File: config.mk
export PLATFORM = sky130hd
export DESIGN_NAME = mont_mul_rk_flat
export DESIGN_NICKNAME = d
export VERILOG_FILES = /design/src/rtl/mont_mul_rk_pkg.sv /design/src/rtl/mont_mul_rk_if.sv /design/src/rtl/mont_mul_rk_digit_step.sv /design/src/rtl/mont_mul_rk.sv /design/src/flat_wrapper.sv
export SDC_FILE = /design/constraint.sdc
export NUM_CORES = 2
export LEC_CHECK = 0
export ABC_CLOCK_PERIOD_IN_PS = 9200
export BUFFER_PORTS_ARGS = -buffer_cell sky130_fd_sc_hd__buf_2
export CELL_PAD_IN_SITES_DETAIL_PLACEMENT = 1
export CELL_PAD_IN_SITES_GLOBAL_PLACEMENT = 2
export CORE_MARGIN = 4
export CORE_UTILIZATION = 39
export CTS_BUF_LIST = sky130_fd_sc_hd__clkbuf_4 sky130_fd_sc_hd__clkbuf_8
export DETAILED_ROUTE_END_ITERATION = 12
export GPL_TIMING_DRIVEN = 0
export PLACE_DENSITY_LB_ADDON = 0.1
export RECOVER_POWER = 100
export REMOVE_ABC_BUFFERS = 1
export SLEW_MARGIN = 20
export SYNTH_ARGS = -nofsm -noshare
export SYNTH_HDL_FRONTEND = slang
export SYNTH_SLANG_ARGS = --single-unit
File: constraint.sdc
create_clock -name clk -period 9.2 [get_ports clk]
set_input_delay 0.46 -clock clk [delete_from_list [all_inputs] [get_ports clk]]
set_output_delay 0.46 -clock clk [all_outputs]
set_load 0.02 [all_outputs]
File: src/rtl/mont_mul_rk_pkg.sv
// Shared definitions for the radix-2^K Montgomery multiplier: FSM state
// encodings, LSU base-select codes and the digit-count helper.
package mont_mul_defines;

    typedef enum logic [2:0] {
        ST_IDLE      = 3'd0,
        ST_FETCH_OPS = 3'd1,
        ST_FETCH_A   = 3'd2,
        ST_RUN       = 3'd3,
        ST_CORR      = 3'd4,
        ST_WRITE     = 3'd5
    } state_e;

    localparam logic [1:0] SEL_B     = 2'd0;
    localparam logic [1:0] SEL_N     = 2'd1;
    localparam logic [1:0] SEL_A     = 2'd2;
    localparam logic [1:0] SEL_RES   = 2'd3;
    localparam logic [1:0] DATA_WORD = 2'd2;

    // Number of RUN cycles needed to consume all of A for a given length.
    function automatic int digit_count(input int words, input int k);
        return (32 * words) / k;
    endfunction

endpackage

File: src/rtl/mont_mul_rk_if.sv
// LSU-side bus of the Montgomery multiplier: word-serial read/write
// requests with a one-cycle completion strobe per word.
interface mont_mul_rk_if;
    logic        lsu_ren;
    logic        lsu_wen;
    logic [1:0]  lsu_type;
    logic [31:0] lsu_addr_offset;
    logic        lsu_done;
    logic [31:0] lsu_rdata;
    logic [31:0] lsu_wdata;
    logic [1:0]  op_address_sel;

    modport master (
        output lsu_ren, lsu_wen, lsu_type, lsu_addr_offset, lsu_wdata, op_address_sel,
        input  lsu_done, lsu_rdata
    );

    modport slave (
        input  lsu_ren, lsu_wen, lsu_type, lsu_addr_offset, lsu_wdata, op_address_sel,
        output lsu_done, lsu_rdata
    );
endinterface

File: src/rtl/mont_mul_rk_digit_step.sv
// One radix-2^K Montgomery digit: t = M + a*B, q = t*n0_inv mod 2^K,
// M' = (t + q*N) >> K. Purely combinational so it can be reused.
module mont_digit_step #(
    parameter int K = 2,
    parameter int W = 128
) (
    input  logic [W:0]   m_i,
    input  logic [W-1:0] b_i,
    input  logic [W-1:0] n_i,
    input  logic [K-1:0] a_i,
    input  logic [K-1:0] n0_inv_i,
    output logic [W:0]   m_o
);
    // Wide enough for M < 2N plus a*B plus q*N without any overflow.
    localparam int AW = W + K + 2;

    logic [AW-1:0] t_s;
    logic [AW-1:0] u_s;
    logic [K-1:0]  q_s;

    // Partial sum with the current digit of A.
    always_comb begin
        t_s = AW'(m_i) + AW'(a_i) * AW'(b_i);
    end

    if (K == 1) begin : g_q_bit
        // For a single-bit digit -N^-1 mod 2 is always 1.
        assign q_s = t_s[0];
    end else begin : g_q_mul
        assign q_s = K'(t_s[K-1:0] * n0_inv_i);
    end

    // Add the reduction multiple and drop the K low zero bits.
    always_comb begin
        u_s = t_s + AW'(q_s) * AW'(n_i);
        m_o = (W+1)'(u_s >> K);
    end
endmodule

File: src/rtl/mont_mul_rk.sv
// Radix-2^K runtime-length Montgomery multiplier: result = A*B*R^-1 mod N,
// R = 2^(32*len). Operands are fetched word-serially over the LSU bus.
// Optional macro MONT_MUL_RK_FINAL_SUB_EN adds the final conditional
// subtraction (fully reduced result); without it the result is in [0, 2N).
module mont_mul_rk
    import mont_mul_defines::*;
#(
    parameter int MAX_WORDS    = 4,
    parameter int K            = 2,
    parameter int PARTIAL_EXEC = 0
) (
    input  logic                           clk,
    input  logic                           rst_n,
    input  logic                           start,
    input  logic [$clog2(MAX_WORDS):0]     len,
    input  logic [K-1:0]                   n0_inv,
    mont_mul_rk_if.master                  lsu,
    output logic [32*MAX_WORDS-1:0]        result,
    output logic                           done
);
    localparam int W    = 32 * MAX_WORDS;
    localparam int LW   = $clog2(MAX_WORDS) + 1;
    localparam int IW   = LW + 1;
    localparam int LDPW = $clog2(32 / K);
    localparam int DW   = $clog2(32 * MAX_WORDS / K) + 1;

    state_e        state_q, state_d;
    logic [LW-1:0] len_q, len_d;
    logic [K-1:0]  n0_q, n0_d;
    logic [W:0]    m_q, m_d;
    logic [W-1:0]  b_q, b_d, n_q, n_d;
    logic [31:0]   a_q, a_d;
    logic [IW-1:0] idx_q, idx_d;
    logic [DW-1:0] dig_q, dig_d;
    logic          ren_q, ren_d, wen_q, wen_d, done_q, done_d;
    logic [1:0]    sel_q, sel_d;
    logic [31:0]   off_q, off_d, wdata_q, wdata_d;
    logic [LW-2:0] nw_s, nw_d_s;
    logic [W:0]    m_step_s;
`ifdef MONT_MUL_RK_FINAL_SUB_EN
    logic [W+1:0]  diff_s;
`endif

    mont_digit_step #(.K(K), .W(W)) u_step (
        .m_i      (m_q),
        .b_i      (b_q),
        .n_i      (n_q),
        .a_i      (a_q[K-1:0]),
        .n0_inv_i (n0_q),
        .m_o      (m_step_s)
    );

`ifdef MONT_MUL_RK_FINAL_SUB_EN
    // Single shared subtractor; the top bit is the borrow (M < N).
    always_comb begin
        diff_s = {1'b0, m_q} - {2'b00, n_q};
    end
`endif

    // Next-state, datapath updates and next values of the registered outputs.
    always_comb begin
        state_d = state_q;
        len_d   = len_q;
        n0_d    = n0_q;
        m_d     = m_q;
        b_d     = b_q;
        n_d     = n_q;
        a_d     = a_q;
        idx_d   = idx_q;
        dig_d   = dig_q;
        done_d  = 1'b0;
        // N word index during the second half of operand fetch (idx - L).
        nw_s    = idx_q[LW-2:0] - len_q[LW-2:0];

        case (state_q)
            ST_IDLE: begin
                if (start) begin
                    state_d = ST_FETCH_OPS;
                    if ((len == '0) || (int'(len) > MAX_WORDS)) begin
                        len_d = LW'(MAX_WORDS);
                    end else begin
                        len_d = len;
                    end
                    n0_d  = n0_inv;
                    m_d   = '0;
                    b_d   = '0;
                    n_d   = '0;
                    a_d   = '0;
                    idx_d = '0;
                    dig_d = '0;
                end else begin
                    state_d = ST_IDLE;
                end
            end
            ST_FETCH_OPS: begin
                if (lsu.lsu_done) begin
                    if (idx_q < IW'(len_q)) begin
                        b_d[32*int'(idx_q[LW-2:0]) +: 32] = lsu.lsu_rdata;
                    end else begin
                        n_d[32*int'(nw_s) +: 32] = lsu.lsu_rdata;
                    end
                    if (idx_q == IW'(len_q) + IW'(len_q) - IW'(1)) begin
                        state_d = ST_FETCH_A;
                        idx_d   = '0;
                        dig_d   = '0;
                    end else begin
                        idx_d = idx_q + IW'(1);
                    end
                end else begin
                    state_d = ST_FETCH_OPS;
                end
            end
            ST_FETCH_A: begin
                if (lsu.lsu_done) begin
                    a_d     = lsu.lsu_rdata;
                    state_d = ST_RUN;
                end else begin
                    state_d = ST_FETCH_A;
                end
            end
            ST_RUN: begin
                if ((PARTIAL_EXEC == 0) || start) begin
                    m_d    = m_step_s;
                    a_d    = a_q >> K;
                    dig_d  = dig_q + DW'(1);
                    done_d = (PARTIAL_EXEC != 0);
                    if (int'(dig_d) == digit_count(int'(len_q), K)) begin
`ifdef MONT_MUL_RK_FINAL_SUB_EN
                        state_d = ST_CORR;
`else
                        state_d = ST_WRITE;
                        idx_d   = '0;
`endif
                    end else if (dig_d[LDPW-1:0] == '0) begin
                        state_d = ST_FETCH_A;
                    end else begin
                        state_d = ST_RUN;
                    end
                end else begin
                    state_d = ST_RUN;
                end
            end
            ST_CORR: begin
`ifdef MONT_MUL_RK_FINAL_SUB_EN
                if (!diff_s[W+1]) begin
                    m_d = diff_s[W:0];
                end else begin
                    m_d = m_q;
                end
                state_d = ST_WRITE;
                idx_d   = '0;
`else
                state_d = ST_IDLE;
`endif
            end
            ST_WRITE: begin
                if (lsu.lsu_done) begin
                    if (idx_q == IW'(len_q) - IW'(1)) begin
                        state_d = ST_IDLE;
                        idx_d   = '0;
                        done_d  = 1'b1;
                    end else begin
                        idx_d = idx_q + IW'(1);
                    end
                end else begin
                    state_d = ST_WRITE;
                end
            end
            default: begin
                state_d = ST_IDLE;
            end
        endcase

        // Bus outputs are decoded from the next state so they leave flops.
        nw_d_s  = idx_d[LW-2:0] - len_d[LW-2:0];
        ren_d   = (state_d == ST_FETCH_OPS) || (state_d == ST_FETCH_A);
        wen_d   = (state_d == ST_WRITE);
        sel_d   = SEL_A;
        off_d   = 32'd0;
        wdata_d = 32'd0;
        case (state_d)
            ST_FETCH_OPS: begin
                if (idx_d < IW'(len_d)) begin
                    sel_d = SEL_B;
                    off_d = 32'(idx_d) * 32'd4;
                end else begin
                    sel_d = SEL_N;
                    off_d = 32'(nw_d_s) * 32'd4;
                end
            end
            ST_FETCH_A: begin
                sel_d = SEL_A;
                off_d = 32'(dig_d >> LDPW) * 32'd4;
            end
            ST_WRITE: begin
                sel_d   = SEL_RES;
                off_d   = 32'(idx_d) * 32'd4;
                wdata_d = m_d[32*int'(idx_d[LW-2:0]) +: 32];
            end
            default: begin
                sel_d = SEL_A;
            end
        endcase
    end

    // State, datapath and output registers; reset aborts any operation.
    always_ff @(posedge clk or negedge rst_n) begin
        if (!rst_n) begin
            state_q <= ST_IDLE;
            len_q   <= '0;
            n0_q    <= '0;
            m_q     <= '0;
            b_q     <= '0;
            n_q     <= '0;
            a_q     <= 32'd0;
            idx_q   <= '0;
            dig_q   <= '0;
            ren_q   <= 1'b0;
            wen_q   <= 1'b0;
            sel_q   <= SEL_A;
            off_q   <= 32'd0;
            wdata_q <= 32'd0;
            done_q  <= 1'b0;
        end else begin
            state_q <= state_d;
            len_q   <= len_d;
            n0_q    <= n0_d;
            m_q     <= m_d;
            b_q     <= b_d;
            n_q     <= n_d;
            a_q     <= a_d;
            idx_q   <= idx_d;
            dig_q   <= dig_d;
            ren_q   <= ren_d;
            wen_q   <= wen_d;
            sel_q   <= sel_d;
            off_q   <= off_d;
            wdata_q <= wdata_d;
            done_q  <= done_d;
        end
    end

    assign lsu.lsu_ren         = ren_q;
    assign lsu.lsu_wen         = wen_q;
    assign lsu.lsu_type        = DATA_WORD;
    assign lsu.lsu_addr_offset = off_q;
    assign lsu.lsu_wdata       = wdata_q;
    assign lsu.op_address_sel  = sel_q;
    assign result              = m_q[W-1:0];
    assign done                = done_q;
endmodule

File: src/flat_wrapper.sv
// flat-port wrapper written by rule: the top's interface ports become plain ports
module mont_mul_rk_flat import mont_mul_defines::*;
#(
    parameter int MAX_WORDS    = 4,
    parameter int K            = 2,
    parameter int PARTIAL_EXEC = 0
)
  (clk, rst_n, start, len, n0_inv, result, done, lsu_lsu_ren, lsu_lsu_wen, lsu_lsu_type, lsu_lsu_addr_offset, lsu_lsu_wdata, lsu_op_address_sel, lsu_lsu_done, lsu_lsu_rdata);
  mont_mul_rk_if lsu_i ();
  input  logic clk;
  input  logic rst_n;
  input  logic start;
  input  logic [$clog2(MAX_WORDS):0] len;
  input  logic [K-1:0] n0_inv;
  output logic [32*MAX_WORDS-1:0] result;
  output logic done;
  output wire logic [$bits(lsu_i.lsu_ren)-1:0] lsu_lsu_ren;
  output wire logic [$bits(lsu_i.lsu_wen)-1:0] lsu_lsu_wen;
  output wire logic [$bits(lsu_i.lsu_type)-1:0] lsu_lsu_type;
  output wire logic [$bits(lsu_i.lsu_addr_offset)-1:0] lsu_lsu_addr_offset;
  output wire logic [$bits(lsu_i.lsu_wdata)-1:0] lsu_lsu_wdata;
  output wire logic [$bits(lsu_i.op_address_sel)-1:0] lsu_op_address_sel;
  input wire logic [$bits(lsu_i.lsu_done)-1:0] lsu_lsu_done;
  input wire logic [$bits(lsu_i.lsu_rdata)-1:0] lsu_lsu_rdata;
  assign lsu_lsu_ren = lsu_i.lsu_ren;
  assign lsu_lsu_wen = lsu_i.lsu_wen;
  assign lsu_lsu_type = lsu_i.lsu_type;
  assign lsu_lsu_addr_offset = lsu_i.lsu_addr_offset;
  assign lsu_lsu_wdata = lsu_i.lsu_wdata;
  assign lsu_op_address_sel = lsu_i.op_address_sel;
  assign lsu_i.lsu_done = lsu_lsu_done;
  assign lsu_i.lsu_rdata = lsu_lsu_rdata;
  mont_mul_rk #(.MAX_WORDS(MAX_WORDS), .K(K), .PARTIAL_EXEC(PARTIAL_EXEC)) u_core (.clk(clk), .rst_n(rst_n), .start(start), .len(len), .n0_inv(n0_inv), .lsu(lsu_i), .result(result), .done(done));
endmodule
# Word level (Yosys, flattened, before mapping)
# Cells that the tools add are included.
dict set report totals {
  ff_bits 505
  latch_bits 0
  ramBits 0
  mem_bits_ro 0
  in_bits 41
  word_cells 112
  mem_count 0
}
dict set report op_classes {
  add_sub_neg 11
  n_mul 3
  n_div 0
  order_cmp 3
  n_eq_ne 16
  shift 5
  mux 45
  bitwise_logic 0
  reduce_logical 13
}
# operator count
set op_table {}
lappend op_table {{$mux W128} 5}
lappend op_table {{$pmux W128 S2} 2}
lappend op_table {{$mul A2 B128 Y130} 2}
lappend op_table {{$pmux W129 S2} 1}
lappend op_table {{$bwmux W128} 2}
lappend op_table {{$shift A32 B33 Y128 const A} 2}
lappend op_table {{$shiftx A32 B33 Y128} 2}
lappend op_table {{$pmux W32 S3} 2}
lappend op_table {{$add A129 B130 Y131} 1}
lappend op_table {{$add A131 B130 Y131} 1}
lappend op_table {{$mux W129} 1}
lappend op_table {{$shiftx A129 B8 Y32} 1}
lappend op_table {{$mux W32} 3}
lappend op_table {{$neg A7 Y33} 2}
lappend op_table {{$mux W3} 8}
lappend op_table {{$mux W4} 6}
lappend op_table {{$mux W7} 3}
lappend op_table {{$pmux W7 S3} 1}
lappend op_table {{$pmux W4 S4} 1}
lappend op_table {{$pmux W3 S5} 1}
lappend op_table {{$reduce_and A4 Y1} 3}
lappend op_table {{$eq A3 B2 Y1 const B} 3}
lappend op_table {{$eq A4 B4 Y1} 2}
lappend op_table {{$lt A4 B3 Y1} 2}
lappend op_table {{other kinds (23)} 39}

# Depth between registers and ports, before layout
dict set report logic_depth {
  word_depth 9
  mapped_depth 36
  depth_no_buf 32
}

# Hierarchy
# Synthesis repeated with hierarchy kept, for this count alone.
dict set report hier_totals {
  cells_unflattened 6132
  hier_area_um2 47639.4
}
# mod n_inst cells_each area_each_um2 seq_area_each_um2
set by_module_without_submodules {}
lappend by_module_without_submodules {mont_digit_step 1 4067 26544.2 0.0}
lappend by_module_without_submodules {mont_mul_rk 1 2065 21095.2 11937.7}

# Least setup slack after synthesis
# Ideal clock, no wire load.
dict set report synth_path {
  kind {reg2reg}
  from {reg u_core.a_q[0]}
  to {reg u_core.wdata_q[0], in the netlist u_core.lsu.lsu_wdata[0]}
  setup_ns 0.122
  arrival_ns 7.372
  slack_ns 1.706
  stages_incl_launch_ff 33
  n_path_buf 3
  cell_sequence {dfrtp_1 -> clkbuf_1 -> clkbuf_1 -> nand2_1 -> fa_1 -> inv_1 -> ha_1 -> a211oi_1 -> o21bai_1 -> o41a_1 -> o211ai_2 -> a2111oi_2 -> or3b_4 -> a21oi_1 -> nor2_1 -> nor2_1 -> nor3_1 -> or2_2 -> xnor2_1 -> fa_1 -> inv_1 -> ha_1 -> and2_1 -> nand4_1 -> or4_1 -> a2111o_1 -> and3_1 -> buf_2 -> a211o_1 -> and3_1 -> o21ai_1 -> and3_1 -> o2bb2ai_1}
}
dict set report synth_between {
  elab_chain_len 8
}
# item line
set synth_lines {}
lappend synth_lines {{from (decl)} mont_mul_rk.sv:32} ;# logic [31:0] a_q, a_d;
lappend synth_lines {{from (signal assigned)} mont_mul_rk.sv:215} ;# a_q <= 32'd0;
lappend synth_lines {{from (signal assigned)} mont_mul_rk.sv:231} ;# a_q <= a_d;
lappend synth_lines {{$mul A2 B128 Y130 *} mont_mul_rk_digit_step.sv:23} ;# t_s = AW'(m_i) + AW'(a_i) * AW'(b_i);
lappend synth_lines {{$add A129 B130 Y131 *} mont_mul_rk_digit_step.sv:23}
lappend synth_lines {{$mul A2 B2 Y2} mont_mul_rk_digit_step.sv:30} ;# assign q_s = K'(t_s[K-1:0] * n0_inv_i);
lappend synth_lines {{$mul A2 B128 Y130} mont_mul_rk_digit_step.sv:35} ;# u_s = t_s + AW'(q_s) * AW'(n_i);
lappend synth_lines {{$add A131 B130 Y131 *} mont_mul_rk_digit_step.sv:35}
lappend synth_lines {{$pmux W129 S2 *} mont_mul_rk.sv:75} ;# case (state_q)
lappend synth_lines {{$shiftx A129 B8 Y32 *} mont_mul_rk.sv:198} ;# wdata_d = m_d[32*int'(idx_d[LW-2:0]) +: 32];
lappend synth_lines {{$mux W32 *} mont_mul_rk.sv:181} ;# case (state_d)
lappend synth_lines {{named net u_core.wdata_d[0]} mont_mul_rk.sv:37} ;# logic [31:0] off_q, off_d, wdata_q, wdata_d;
lappend synth_lines {{to (signal assigned)} mont_mul_rk.sv:238} ;# wdata_q <= wdata_d;
lappend synth_lines {{to (decl)} mont_mul_rk.sv:37}
# Mark *: on every way through the listed nets, which the timed path passes. The rest lies on a longest branch.
# A chain may end at the register's enable or synchronous reset.

# Worst setup path after layout
dict set report layout_path {
  from {reg u_core.a_q[0]}
  to {reg u_core.wdata_q[8], in the netlist u_core.lsu.lsu_wdata[8]}
}
dict set report layout_between {
  elab_chain_len 8
}
# item line
set layout_lines {}
lappend layout_lines {{$mul A2 B128 Y130 *} mont_mul_rk_digit_step.sv:23}
lappend layout_lines {{$add A129 B130 Y131 *} mont_mul_rk_digit_step.sv:23}
lappend layout_lines {{$mul A2 B2 Y2} mont_mul_rk_digit_step.sv:30}
lappend layout_lines {{$mul A2 B128 Y130} mont_mul_rk_digit_step.sv:35}
lappend layout_lines {{$add A131 B130 Y131 *} mont_mul_rk_digit_step.sv:35}
lappend layout_lines {{$pmux W129 S2 *} mont_mul_rk.sv:75}
lappend layout_lines {{named net u_core.m_d[104]} mont_mul_rk.sv:30} ;# logic [W:0] m_q, m_d;
lappend layout_lines {{$shiftx A129 B8 Y32 *} mont_mul_rk.sv:198}
lappend layout_lines {{$mux W32 *} mont_mul_rk.sv:181}
lappend layout_lines {{named net u_core.wdata_d[8]} mont_mul_rk.sv:37}
# Marks and branches as above.

==> results.cfg <==
[outcome]
outcome = finished, violations left
failed_checks = max-capacitance violations, max-slew violations

[setup_path]
cp_slowest_stage_delay_ns = 0.57
r2r_cells = 31
worstPathBufferInverterCount = 4
worstPathMaxFanout = 10
path_class = reg2reg
cpLargestDelayFamily = compound AO/OA/AOI/OAI gates
crit_slowest_cell = or4_1
crit_arrival_ns = 9.67
cp-startpoint = u_core.a_q[0]$_DFFE_PN0P_
cp-end-kind = register
regToRegStartpoint = u_core.a_q[0]$_DFFE_PN0P_
r2r_setup_slack_ns = 0.18
required_ns = 9.85
crit_path_start_kind = register
r2r_end = u_core.lsu.lsu_wdata[8]$_DFF_PN0_

[power]
p_total_mw = 14.1
vdd_drop_max_mv = 0.209
power.density_nw_per_um2 = 267
p_leak_nw = 24.4

[synth]
seq_area_frac_synth = 0.253
synth_area_um2 = 47100
ys.flop_type = dfrtp_1
synth_area_per_cell_um2 = 7.86
async_flop_share = 1.00
ys_seq_elements = 477
synthCells = 5994
synth-edff-count = 0
synth-warning-count = 0
synthDistinctLibCells = 106

[placed_design]
place_area_um2 = 50000
dp_cells = 7452
portBuffers = 209
dp.final_hpwl_mm = 181
gp_congestion = 1.01

[sta]
fmax_mhz = 111
slew_headroom = -1.94
finalClockSkew_ns = 0.0475
setup-violations-final = 0
hold_viol_final = 0
min_period_ns = 9.02
worst_pin_slew_ns = 4.41
slew_violations = 426
holdWs_ns = 0.100
period_share = 0.980

[drt]
avgViaCountPerCell = 5.88
drtAntennaViolNets = 0
avgRoutedWirePerCell_um = 29.1
drc = 0
drtIter0Drc = 3631
drt-pass1-iter-count = 6
via_count = 45500
wl_mm = 225

[worst_hold_path]
worst_hold_startpoint = lsu_lsu_done
hold_path_end = u_core.done$_DFF_PN0_
min_path_type = in2reg
worstHoldPathCells = 3

[floorplanning]
die_width_um = 356
start_util = 0.393
core_area_um2 = 120000
pin_count = 240
chipHeight_um = 356
die-area_um2 = 126000
rows = 127

[global_routing]
grt_use_met1 = 0.462
use_met2 = 0.560
grt.overflow.total = 0
use_met3 = 0.0465
grt_use_total = 0.349
grt_max_degree = 88
first_global_vias = 45600
antenna_found_initial = 19
grt_busiest_layer = met2
grt_pass1_wl_mm = 322

[cts]
cts_buffers = 100
path_clk_slew_ns = 0.06
clock_latency_ns = 0.84
clock_sinks = 477
cts_tree = yes
clockRootBuffer = clkbuf_8
cts_max_level = 3
cts_max_path_buffers = 3

[final_layout]
final_area_um2 = 52800
final_core_util = 0.440
nets = 6605
drive_gt1_frac = 0.0862
final_cells = 7732
area_growth_pct = 12.2

[flow_run]
cap_violations = 16
where the power goes:
part / internal, mW / total [mW] / switching (mW)
clock network: 1.54 / 2.72 / 1.18
registers: 2.62 / 3.28 / 0.661
logic: 2.21 / 8.11 / 5.90
total: 6.36 / 14.1 / 7.74
worst register-to-register path: cells and delay by family, from the launching register on:
kind / cells / cell delay, ns
fa+ha+maj: 5 / 2.10
compound gates: 13 / 3.45
flops: 1 / 0.52
simple gates: 7 / 1.90
xor+xnor: 2 / 0.37
buf+inv: 4 / 0.50
through the flow:
step           worst slack [ns]  TNS (ns)
6_report                  0.181         0
5_1_grt                 -0.0636    -0.290
4_1_cts                 -0.0553   -0.0553
3_5_place_dp              -2.10   -123.29
3_3_place_gp             -11.55  -3091.11
2_1_floorplan             -1.89   -198.13
synth_stat cells, types with 12 or more instances:
library cell / number / area share
a22oi_1: 40 / 0.0064
and2_1: 100 / 0.013
buf_4: 158 / 0.025
nor2b_1: 27 / 0.0036
nand4_1: 116 / 0.015
ha_1: 275 / 0.073
o21ai_1: 29 / 0.0031
nor2_1: 285 / 0.023
a221oi_1: 16 / 0.0030
o21ai_0: 330 / 0.035
inv_1: 629 / 0.050
nand2b_1: 27 / 0.0036
nand3_1: 67 / 0.0071
a22o_1: 29 / 0.0054
a21oi_1: 449 / 0.048
o31ai_1: 269 / 0.043
a211oi_1: 16 / 0.0026
nand2_1: 1162 / 0.093
o21bai_1: 85 / 0.014
a31oi_1: 36 / 0.0048
a21o_1: 120 / 0.019
o211ai_1: 25 / 0.0040
o21a_1: 27 / 0.0043
buf_2: 35 / 0.0037
dfrtp_1: 476 / 0.25
a221o_1: 12 / 0.0026
nor4_1: 33 / 0.0044
fa_1: 258 / 0.11
a21boi_0: 14 / 0.0022
clkbuf_1: 271 / 0.022
and3_1: 40 / 0.0053
xor2_1: 94 / 0.017
nor3_1: 59 / 0.0063
xnor2_1: 158 / 0.029
kinds of logic after synthesis:
family / Yosys count / synth area share
xor gates and xnor gates: 252 / 0.0469
buffers and inverters: 1106 / 0.102
adders and majority gates: 533 / 0.183
other: 2 / 0.000159
DFF: 477 / 0.253
AOI/OAI and AO/OA: 1631 / 0.226
and+or+nand+nor: 1979 / 0.186
muxes: 14 / 0.00308
worst max path at each step:
stage / end / slack, ns / cells after the start
2_1_floorplan: u_core.lsu.lsu_wdata[15]$_DFF_PN0_ / -1.89 / 21
3_3_place_gp: u_core.lsu.lsu_wdata[15]$_DFF_PN0_ / -11.55 / 20
3_5_place_dp: u_core.lsu.lsu_wdata[18]$_DFF_PN0_ / -2.10 / 33
4_1_cts: u_core.lsu.lsu_wdata[18]$_DFF_PN0_ / -0.06 / 32
5_1_grt: u_core.lsu.lsu_wdata[8]$_DFF_PN0_ / -0.06 / 34
6_report: u_core.lsu.lsu_wdata[8]$_DFF_PN0_ / 0.18 / 31
layer usage:
| layer | part of all wire | wire length (um) |
|---|---|---|
| met5 | 0.00011 | 25 |
| met4 | 0.064 | 14300 |
| met3 | 0.065 | 14600 |
| met2 | 0.45 | 101000 |
| met1 | 0.42 | 94600 |
layout by cell type, fill, tap and decap left out, types with 51 or more instances in the layout:
| cell type | netlist | final |
|---|---|---|
| o21bai_1 | 85 | 84 |
| xor2_1 | 94 | 93 |
| inv_1 | 629 | 629 |
| a21oi_1 | 449 | 435 |
| o21ai_0 | 330 | 321 |
| clkbuf_8 | 0 | 131 |
| nand2_1 | 1162 | 1153 |
| nand4_1 | 116 | 117 |
| fa_1 | 258 | 258 |
| o31ai_1 | 269 | 263 |
| xnor2_1 | 158 | 157 |
| and2_1 | 100 | 93 |
| nor3_1 | 59 | 56 |
| clkbuf_1 | 271 | 202 |
| nor2_1 | 285 | 276 |
| nand3_1 | 67 | 62 |
| dfrtp_1 | 476 | 474 |
| a21o_1 | 120 | 120 |
| buf_4 | 158 | 51 |
| ha_1 | 275 | 269 |
flip-flops by register name, indices dropped and copies added (netlist names), 2 cells and up:
name	cells
u_core.dig_q	7
u_core.m_q	129
u_core.state_q	3
u_core.b_q	128
u_core.idx_q	4
u_core.len_q	3
u_core.n_q	128
u_core.lsu.op_address_sel	2
u_core.n0_q	2
u_core.a_q	32
u_core.lsu.lsu_wdata	32
u_core.lsu.lsu_addr_offset	4
layout make-up:
class | instances | area, um^2
repair buffers | 382 | 2840
multi-input cells | 4439 | 31300
well taps | 1612 | 2020
flip-flops and latches | 477 | 11900
clock buffers | 160 | 2020
diodes | 6 | 15.0
inverters | 631 | 2370
clock inverters | 25 | 299
fillers | 14500 | 67100
timing repair:
action | CTS | global route
setup buffers | 23 | 27
pin swaps | 12 | 30
resized for setup | 84 | 77
endpoints found under the hold margin | 105 | 0
setup endpoints to repair | 118 | 48
hold buffers | 38 | 0
cloned | 0 | 1
Power figures use the tool's default switching activity.
